===== src/rtl/ising_run_ctrl_if.sv =====
// Memory-mapped write/read bus shared by core_matrix and the run sequencer.
// The manager drives the write strobe, addresses and write data; rdata returns.
interface ising_run_ctrl_if;
  logic        wready;
  logic [31:0] wr_addr;
  logic [31:0] wdata;
  logic [31:0] rd_addr;
  logic [31:0] rdata;

  modport master (
    output wready,
    output wr_addr,
    output wdata,
    output rd_addr,
    input  rdata
  );

  modport slave (
    input  wready,
    input  wr_addr,
    input  wdata,
    input  rd_addr,
    output rdata
  );
endinterface


===== src/rtl/ising_run_ctrl.sv =====
// Run sequencer for the coupled-oscillator matrix: hold in reset, anneal, phase-vote sample.
// Optional RUNCYC busy-cycle counter at offset 0x18 when RUN_CYCLE_COUNT_EN is defined.
`ifndef CTRL_ADDR_MASK
`define CTRL_ADDR_MASK 8'h40
`endif

module ising_run_ctrl #(
  parameter int unsigned N        = 8,
  parameter int unsigned CNT_W    = 16,
  parameter int unsigned ANNEAL_W = 32
) (
  input  logic                 clk,
  input  logic                 axi_rst,
  ising_run_ctrl_if.slave      bus,
  input  logic [N-1:0]         osc_in,
  output logic                 ising_rstn,
  output logic                 busy,
  output logic                 done,
  output logic [N-1:0]         result
);

  typedef enum logic [2:0] {StIdle, StHold, StAnneal, StSample, StDone} state_e;

  state_e              state_q;
  logic [ANNEAL_W-1:0] cnt_q;
  logic [CNT_W-1:0]    hold_q;
  logic [ANNEAL_W-1:0] anneal_q;
  logic [CNT_W-1:0]    sample_q;
  logic [CNT_W-1:0]    agree_q [N];
  logic [N-1:0]        sync1_q, sync2_q;
  logic [N-1:0]        result_q;
  logic                result_valid_q, done_sticky_q, done_q, rstn_q;
`ifdef RUN_CYCLE_COUNT_EN
  logic [31:0]         runcyc_q;
`endif

  logic                wr_sel, wr_ctrl, start, abort, cfg_we;
  logic [7:0]          wr_off;
  logic [ANNEAL_W-1:0] hold_ld, anneal_ld, sample_ld;
  logic [CNT_W-1:0]    sample_n;
  logic [N-1:0]        vote;
  logic                unused_bus;

  assign wr_sel  = bus.wready && (bus.wr_addr[31:24] == `CTRL_ADDR_MASK);
  assign wr_off  = bus.wr_addr[7:0];
  assign wr_ctrl = wr_sel && (wr_off == 8'h00);
  assign abort   = wr_ctrl && bus.wdata[1];
  // Abort and start in one write: abort wins.
  assign start   = wr_ctrl && bus.wdata[0] && !bus.wdata[1];
  assign cfg_we  = wr_sel && (state_q == StIdle);

  // A programmed length of zero runs as a single cycle.
  assign sample_n  = (sample_q == '0) ? CNT_W'(1) : sample_q;
  assign hold_ld   = (hold_q == '0) ? ANNEAL_W'(1) : ANNEAL_W'(hold_q);
  assign anneal_ld = (anneal_q == '0) ? ANNEAL_W'(1) : anneal_q;
  assign sample_ld = ANNEAL_W'(sample_n);

  assign unused_bus = ^{bus.wr_addr[23:8], bus.rd_addr[23:8], bus.wdata};

  always_comb begin
    vote = '0;
    for (int i = 0; i < int'(N); i++) begin
      vote[i] = {agree_q[i], 1'b0} > {1'b0, sample_n};
    end
    vote[0] = 1'b1;
  end

  always_ff @(posedge clk) begin
    if (axi_rst) begin
      state_q        <= StIdle;
      cnt_q          <= '0;
      hold_q         <= CNT_W'(16);
      anneal_q       <= ANNEAL_W'(1000);
      sample_q       <= CNT_W'(64);
      sync1_q        <= '0;
      sync2_q        <= '0;
      result_q       <= '0;
      result_valid_q <= 1'b0;
      done_sticky_q  <= 1'b0;
      done_q         <= 1'b0;
      rstn_q         <= 1'b0;
      for (int i = 0; i < int'(N); i++) agree_q[i] <= '0;
`ifdef RUN_CYCLE_COUNT_EN
      runcyc_q       <= '0;
`endif
    end else begin
      sync1_q <= osc_in;
      sync2_q <= sync1_q;
      done_q  <= 1'b0;

      if (cfg_we) begin
        case (wr_off)
          8'h04:   hold_q   <= bus.wdata[CNT_W-1:0];
          8'h08:   anneal_q <= bus.wdata[ANNEAL_W-1:0];
          8'h0C:   sample_q <= bus.wdata[CNT_W-1:0];
          default: ;
        endcase
      end

`ifdef RUN_CYCLE_COUNT_EN
      if (state_q != StIdle && runcyc_q != '1) runcyc_q <= runcyc_q + 32'd1;
`endif

      if (abort && state_q != StIdle) begin
        state_q <= StIdle;
        rstn_q  <= 1'b0;
      end else begin
        unique case (state_q)
          StIdle: begin
            if (start) begin
              state_q       <= StHold;
              cnt_q         <= hold_ld;
              done_sticky_q <= 1'b0;
`ifdef RUN_CYCLE_COUNT_EN
              runcyc_q      <= '0;
`endif
            end
          end
          StHold: begin
            if (cnt_q == ANNEAL_W'(1)) begin
              state_q <= StAnneal;
              cnt_q   <= anneal_ld;
              rstn_q  <= 1'b1;
            end else begin
              cnt_q <= cnt_q - ANNEAL_W'(1);
            end
          end
          StAnneal: begin
            if (cnt_q == ANNEAL_W'(1)) begin
              state_q <= StSample;
              cnt_q   <= sample_ld;
              for (int i = 0; i < int'(N); i++) agree_q[i] <= '0;
            end else begin
              cnt_q <= cnt_q - ANNEAL_W'(1);
            end
          end
          StSample: begin
            for (int i = 0; i < int'(N); i++) begin
              if (sync2_q[i] == sync2_q[0] && agree_q[i] != '1) begin
                agree_q[i] <= agree_q[i] + CNT_W'(1);
              end
            end
            if (cnt_q == ANNEAL_W'(1)) begin
              state_q <= StDone;
              rstn_q  <= 1'b0;
            end else begin
              cnt_q <= cnt_q - ANNEAL_W'(1);
            end
          end
          StDone: begin
            result_q       <= vote;
            result_valid_q <= 1'b1;
            done_sticky_q  <= 1'b1;
            done_q         <= 1'b1;
            state_q        <= StIdle;
          end
          default: state_q <= StIdle;
        endcase
      end
    end
  end

  assign busy       = (state_q != StIdle);
  assign ising_rstn = rstn_q;
  assign done       = done_q;
  assign result     = result_q;

  always_comb begin
    bus.rdata = '0;
    if (bus.rd_addr[31:24] == `CTRL_ADDR_MASK) begin
      case (bus.rd_addr[7:0])
        8'h04:   bus.rdata = 32'(hold_q);
        8'h08:   bus.rdata = 32'(anneal_q);
        8'h0C:   bus.rdata = 32'(sample_q);
        8'h10:   bus.rdata = {29'b0, result_valid_q, done_sticky_q, busy};
        8'h14:   bus.rdata = 32'(result_q);
`ifdef RUN_CYCLE_COUNT_EN
        8'h18:   bus.rdata = runcyc_q;
`endif
        default: bus.rdata = '0;
      endcase
    end
  end

endmodule


===== src/flat_wrapper.sv =====
// flat-port wrapper written by rule: the top's interface ports become plain ports
module ising_run_ctrl_flat 
#(
  parameter int unsigned N        = 8,
  parameter int unsigned CNT_W    = 16,
  parameter int unsigned ANNEAL_W = 32
)
  (clk, axi_rst, osc_in, ising_rstn, busy, done, result, bus_wready, bus_wr_addr, bus_wdata, bus_rd_addr, bus_rdata);
  ising_run_ctrl_if bus_i ();
  input  logic clk;
  input  logic axi_rst;
  input  logic [N-1:0] osc_in;
  output logic ising_rstn;
  output logic busy;
  output logic done;
  output logic [N-1:0] result;
  input wire logic [$bits(bus_i.wready)-1:0] bus_wready;
  input wire logic [$bits(bus_i.wr_addr)-1:0] bus_wr_addr;
  input wire logic [$bits(bus_i.wdata)-1:0] bus_wdata;
  input wire logic [$bits(bus_i.rd_addr)-1:0] bus_rd_addr;
  output wire logic [$bits(bus_i.rdata)-1:0] bus_rdata;
  assign bus_i.wready = bus_wready;
  assign bus_i.wr_addr = bus_wr_addr;
  assign bus_i.wdata = bus_wdata;
  assign bus_i.rd_addr = bus_rd_addr;
  assign bus_rdata = bus_i.rdata;
  ising_run_ctrl #(.N(N), .CNT_W(CNT_W), .ANNEAL_W(ANNEAL_W)) u_core (.clk(clk), .axi_rst(axi_rst), .bus(bus_i), .osc_in(osc_in), .ising_rstn(ising_rstn), .busy(busy), .done(done), .result(result));
endmodule

===== config.mk =====
export PLATFORM = sky130hd
export DESIGN_NAME = ising_run_ctrl_flat
export DESIGN_NICKNAME = d
export VERILOG_FILES = /design/src/rtl/ising_run_ctrl_if.sv /design/src/rtl/ising_run_ctrl.sv /design/src/flat_wrapper.sv
export SDC_FILE = /design/constraint.sdc
export NUM_CORES = 1
export LEC_CHECK = 0
export BUFFER_PORTS_ARGS = -buffer_cell sky130_fd_sc_hd__buf_4
export CAP_MARGIN = 5
export CORE_UTILIZATION = 30
export CTS_CLUSTER_SIZE = 24
export DETAILED_ROUTE_END_ITERATION = 8
export HOLD_SLACK_MARGIN = 0.15
export PLACE_DENSITY = 0.46
export SYNTH_ARGS = -nofsm -noshare
export SYNTH_HDL_FRONTEND = slang
export SYNTH_SLANG_ARGS = --single-unit

===== constraint.sdc =====
create_clock -name clk -period 3.69 [get_ports clk]
set_input_delay 0.1845 -clock clk [delete_from_list [all_inputs] [get_ports clk]]
set_output_delay 0.1845 -clock clk [all_outputs]
set_load 0.05 [all_outputs]

==> results.toml <==
[cts]
cts.sinks = 238
cts_root_buf = "clkbuf_16"
cts_hold_buf = 48
cts_buffer_depth = 3
cts_resized = 0
insertion_delay_ps = 570
h-tree-depth = 1
cts_buffers = 29
cts_tree = "done"
cts_setup_buffers = 0
clkSlewWorstSetupHoldPaths_ps = 60

[grt]
overflow = 0
grt_max_degree = 62
grtUsageTotal_pct = 19.6
grt_pass1_wl_um = 75700
antenna_found_initial = 0
grt_pass1_vias = 12700

[yosys]
synth_cells = 1648
synth_top_cells_by_count = "nand2_1 (219), nor2_1 (190), dfxtp_1 (126), ha_1 (114), edfxtp_1 (112)"
synth_flop_cell = "dfxtp_1"
synthDistinctLibCells = 76
postSynth.asyncResetShare_pct = 0
yosys-top-cells-area = "edfxtp_1 (23%), dfxtp_1 (17%), ha_1 (9.7%), nand2_1 (5.6%), nor2_1 (4.9%)"
yosysSeqAreaShare_pct = 40.2
syn-num-nets = 1869
avgSynthCellArea_um2 = 8.89
synth_edf_count = 112
synth_top_area_cell = "edfxtp_1"
ys.warnings.count = 0
synth_most_common_cell = "nand2_1"
yosysTopAreaCellShare_pct = 23.0
syn_area_um2 = 14600
synth-seq-cells = 238

[sta]
clock.fmax_ghz = 0.337
worstMarginPinSlew_ps = 1170
rsz0062_at_grt = "false"
finalHoldViolCount = 0
setup_viol = 0
post-route-period-util_pct = 80.4
hold_slack_ps = 212
slew_headroom_pct = 21.7
skew_ps = 13.6
report.final.slew_viol_count = 0
fin_crit_ps = 2970
fin_setup_tns_ps = 0

[layout]
final_nets = 2033
antenna_cells = 0
area_delta_synth_final_pct = 21.2
drive_above_1_share_pct = 13.3

[critical_path]
cp.required_ps = 3510
ff2ff_setup_slack_ps = 880
r2r_cells = 8
r2r_start = "u_core.state_q[0]"
cp.arrival_ps = 2780
startpoint_type = "input pin"
endpoint_kind = "primary output"
crit_type = "input pin to primary output"
reg2reg_to = "u_core.hold_q[2]"
path_max_fanout = 8

[floorplan]
pin_count = 150
start_util_pct = 30.6
die_h_um = 223
row_count = 80
core_region_area_um2 = 47900
die_area_um2 = 49700
die_x_um = 223

[routing]
post-route-drc-count = 0
drt_wl_total_um = 48900
ant_nets = 0
wire_per_inst_um = 20.0
vias = 13200
vias_per_cell = 5.38
dr.pass1.iters = 5
drt_iter0_drc = 986

[worst_hold_path]
hold_depth = 5
hold_end = "u_core.done_sticky_q"
hp-start = "bus_wr_addr[3]"
hp-class = "input pin to flip-flop"

[placed_design]
place_congestion = 0.831
portBuffers = 117
hpwl_um = 34400

[power]
irDropWorstVdd_v = 0.000346
net-switching-power_w = 0.00147
power.internal_w = 0.00468
switching_share_pct = 23.9
p_per_area_nw_per_um2 = 346
p_leak_nw = 6.75
combPwrFrac_pct = 6.2
seq_power_share_pct = 46.8
p_clk_share_pct = 47.0

[flow_run]
maxCapViolCount = 0

[run_status]
status = "complete, no violations"
==> kinds of logic after synthesis <==
kind of cell / count (synthesis) / synth area share (%)
flops: 238 / 40.2
fa+ha+maj: 115 / 9.81
xor+xnor: 112 / 6.70
simple gates: 730 / 24.3
mux: 19 / 1.43
compound gates: 319 / 14.4
buf+inv: 115 / 3.18
==> layout by cell type (no fill, tap or decap), types with 48 or more instances in the layout <==
| cell type | Yosys | final |
|---|---|---|
| nor2_1 | 190 | 189 |
| buf_4 | 1 | 159 |
| a21oi_1 | 104 | 104 |
| nand2_1 | 219 | 219 |
| nand3_1 | 84 | 84 |
| edfxtp_1 | 112 | 112 |
| dfxtp_1 | 126 | 126 |
| ha_1 | 114 | 114 |
| xor2_1 | 67 | 67 |
| dlygate4sd3_1 | 0 | 48 |
==> critical path, cell delays in order <==
cell and delay (ps):
buf_4 100, or4_1 610, nor3_2 380, and2_1 240, o31ai_1 90, or4_1 670
nor2_1 260, buf_4 230
==> registers in the layout, indices dropped and copies added (netlist names), 3 cells and up <==
| name | flops |
|---|---|
| u_core.agree_q | 112 |
| u_core.anneal_q | 32 |
| u_core.cnt_q | 32 |
| u_core.hold_q | 16 |
| u_core.result | 8 |
| u_core.sample_q | 16 |
| u_core.state_q | 3 |
| u_core.sync1_q | 8 |
| u_core.sync2_q | 8 |
==> area by class of cell <==
| cell class | count | area, µm² |
|---|---|---|
| timing repair buffer | 207 | 1670 |
| fill | 4902 | 30200 |
| clock inverter | 14 | 125 |
| sequential | 238 | 5890 |
| inverter | 41 | 154 |
| clock buffer | 39 | 813 |
| tap | 615 | 769 |
| multi-input combinational | 1295 | 8340 |
==> how the worst max path moves through the flow <==
stage | endpoint | depth (start not counted) | startpoint | slack [ps]
6_report | bus_rdata[8] | 8 | bus_rd_addr[0] | 720
5_1_grt | bus_rdata[8] | 8 | bus_rd_addr[0] | 600
4_1_cts | bus_rdata[8] | 8 | bus_rd_addr[0] | 690
3_5_place_dp | bus_rdata[8] | 8 | bus_rd_addr[0] | 700
3_3_place_gp | bus_rdata[8] | 8 | bus_rd_addr[0] | 710
2_1_floorplan | u_core.agree_q[0][64] | 6 | u_core.cnt_q[20] | 750
==> stage by stage <==
step	setup WS, ps	instances	area [µm²]	total power, W	util [%]
after floorplan	753	1648	14600	0.00311	-
after global placement	712	2348	16300	0.00327	34.1
after detailed placement	695	2348	16300	0.00328	34.1
after CTS	693	2449	17800	0.00619	37.0
after global routing	600	2449	17800	0.00636	37.0
final	722	2449	17800	0.00615	37.0
==> layer usage <==
layer / GRT usage [%] / vias up / routed length, µm
met5: 0 / - / 0
met4: 6.72 / 0 / 1550
met3: 2.41 / 74 / 2180
met2: 30.5 / 333 / 21500
met1: 27.9 / 6401 / 23700
li1: - / 6368 / -
==> power by group through the flow <==
stage | sequential, W | combinational, W | clock, W
after floorplan | 0.00291 | 0.000204 | 0
after global placement | 0.00293 | 0.000340 | 0
after detailed placement | 0.00293 | 0.000346 | 0
after CTS | 0.00287 | 0.000383 | 0.00294
after global routing | 0.00288 | 0.000424 | 0.00305
final | 0.00287 | 0.000382 | 0.00289
No activity file was read; power rests on OpenSTA's default activity.
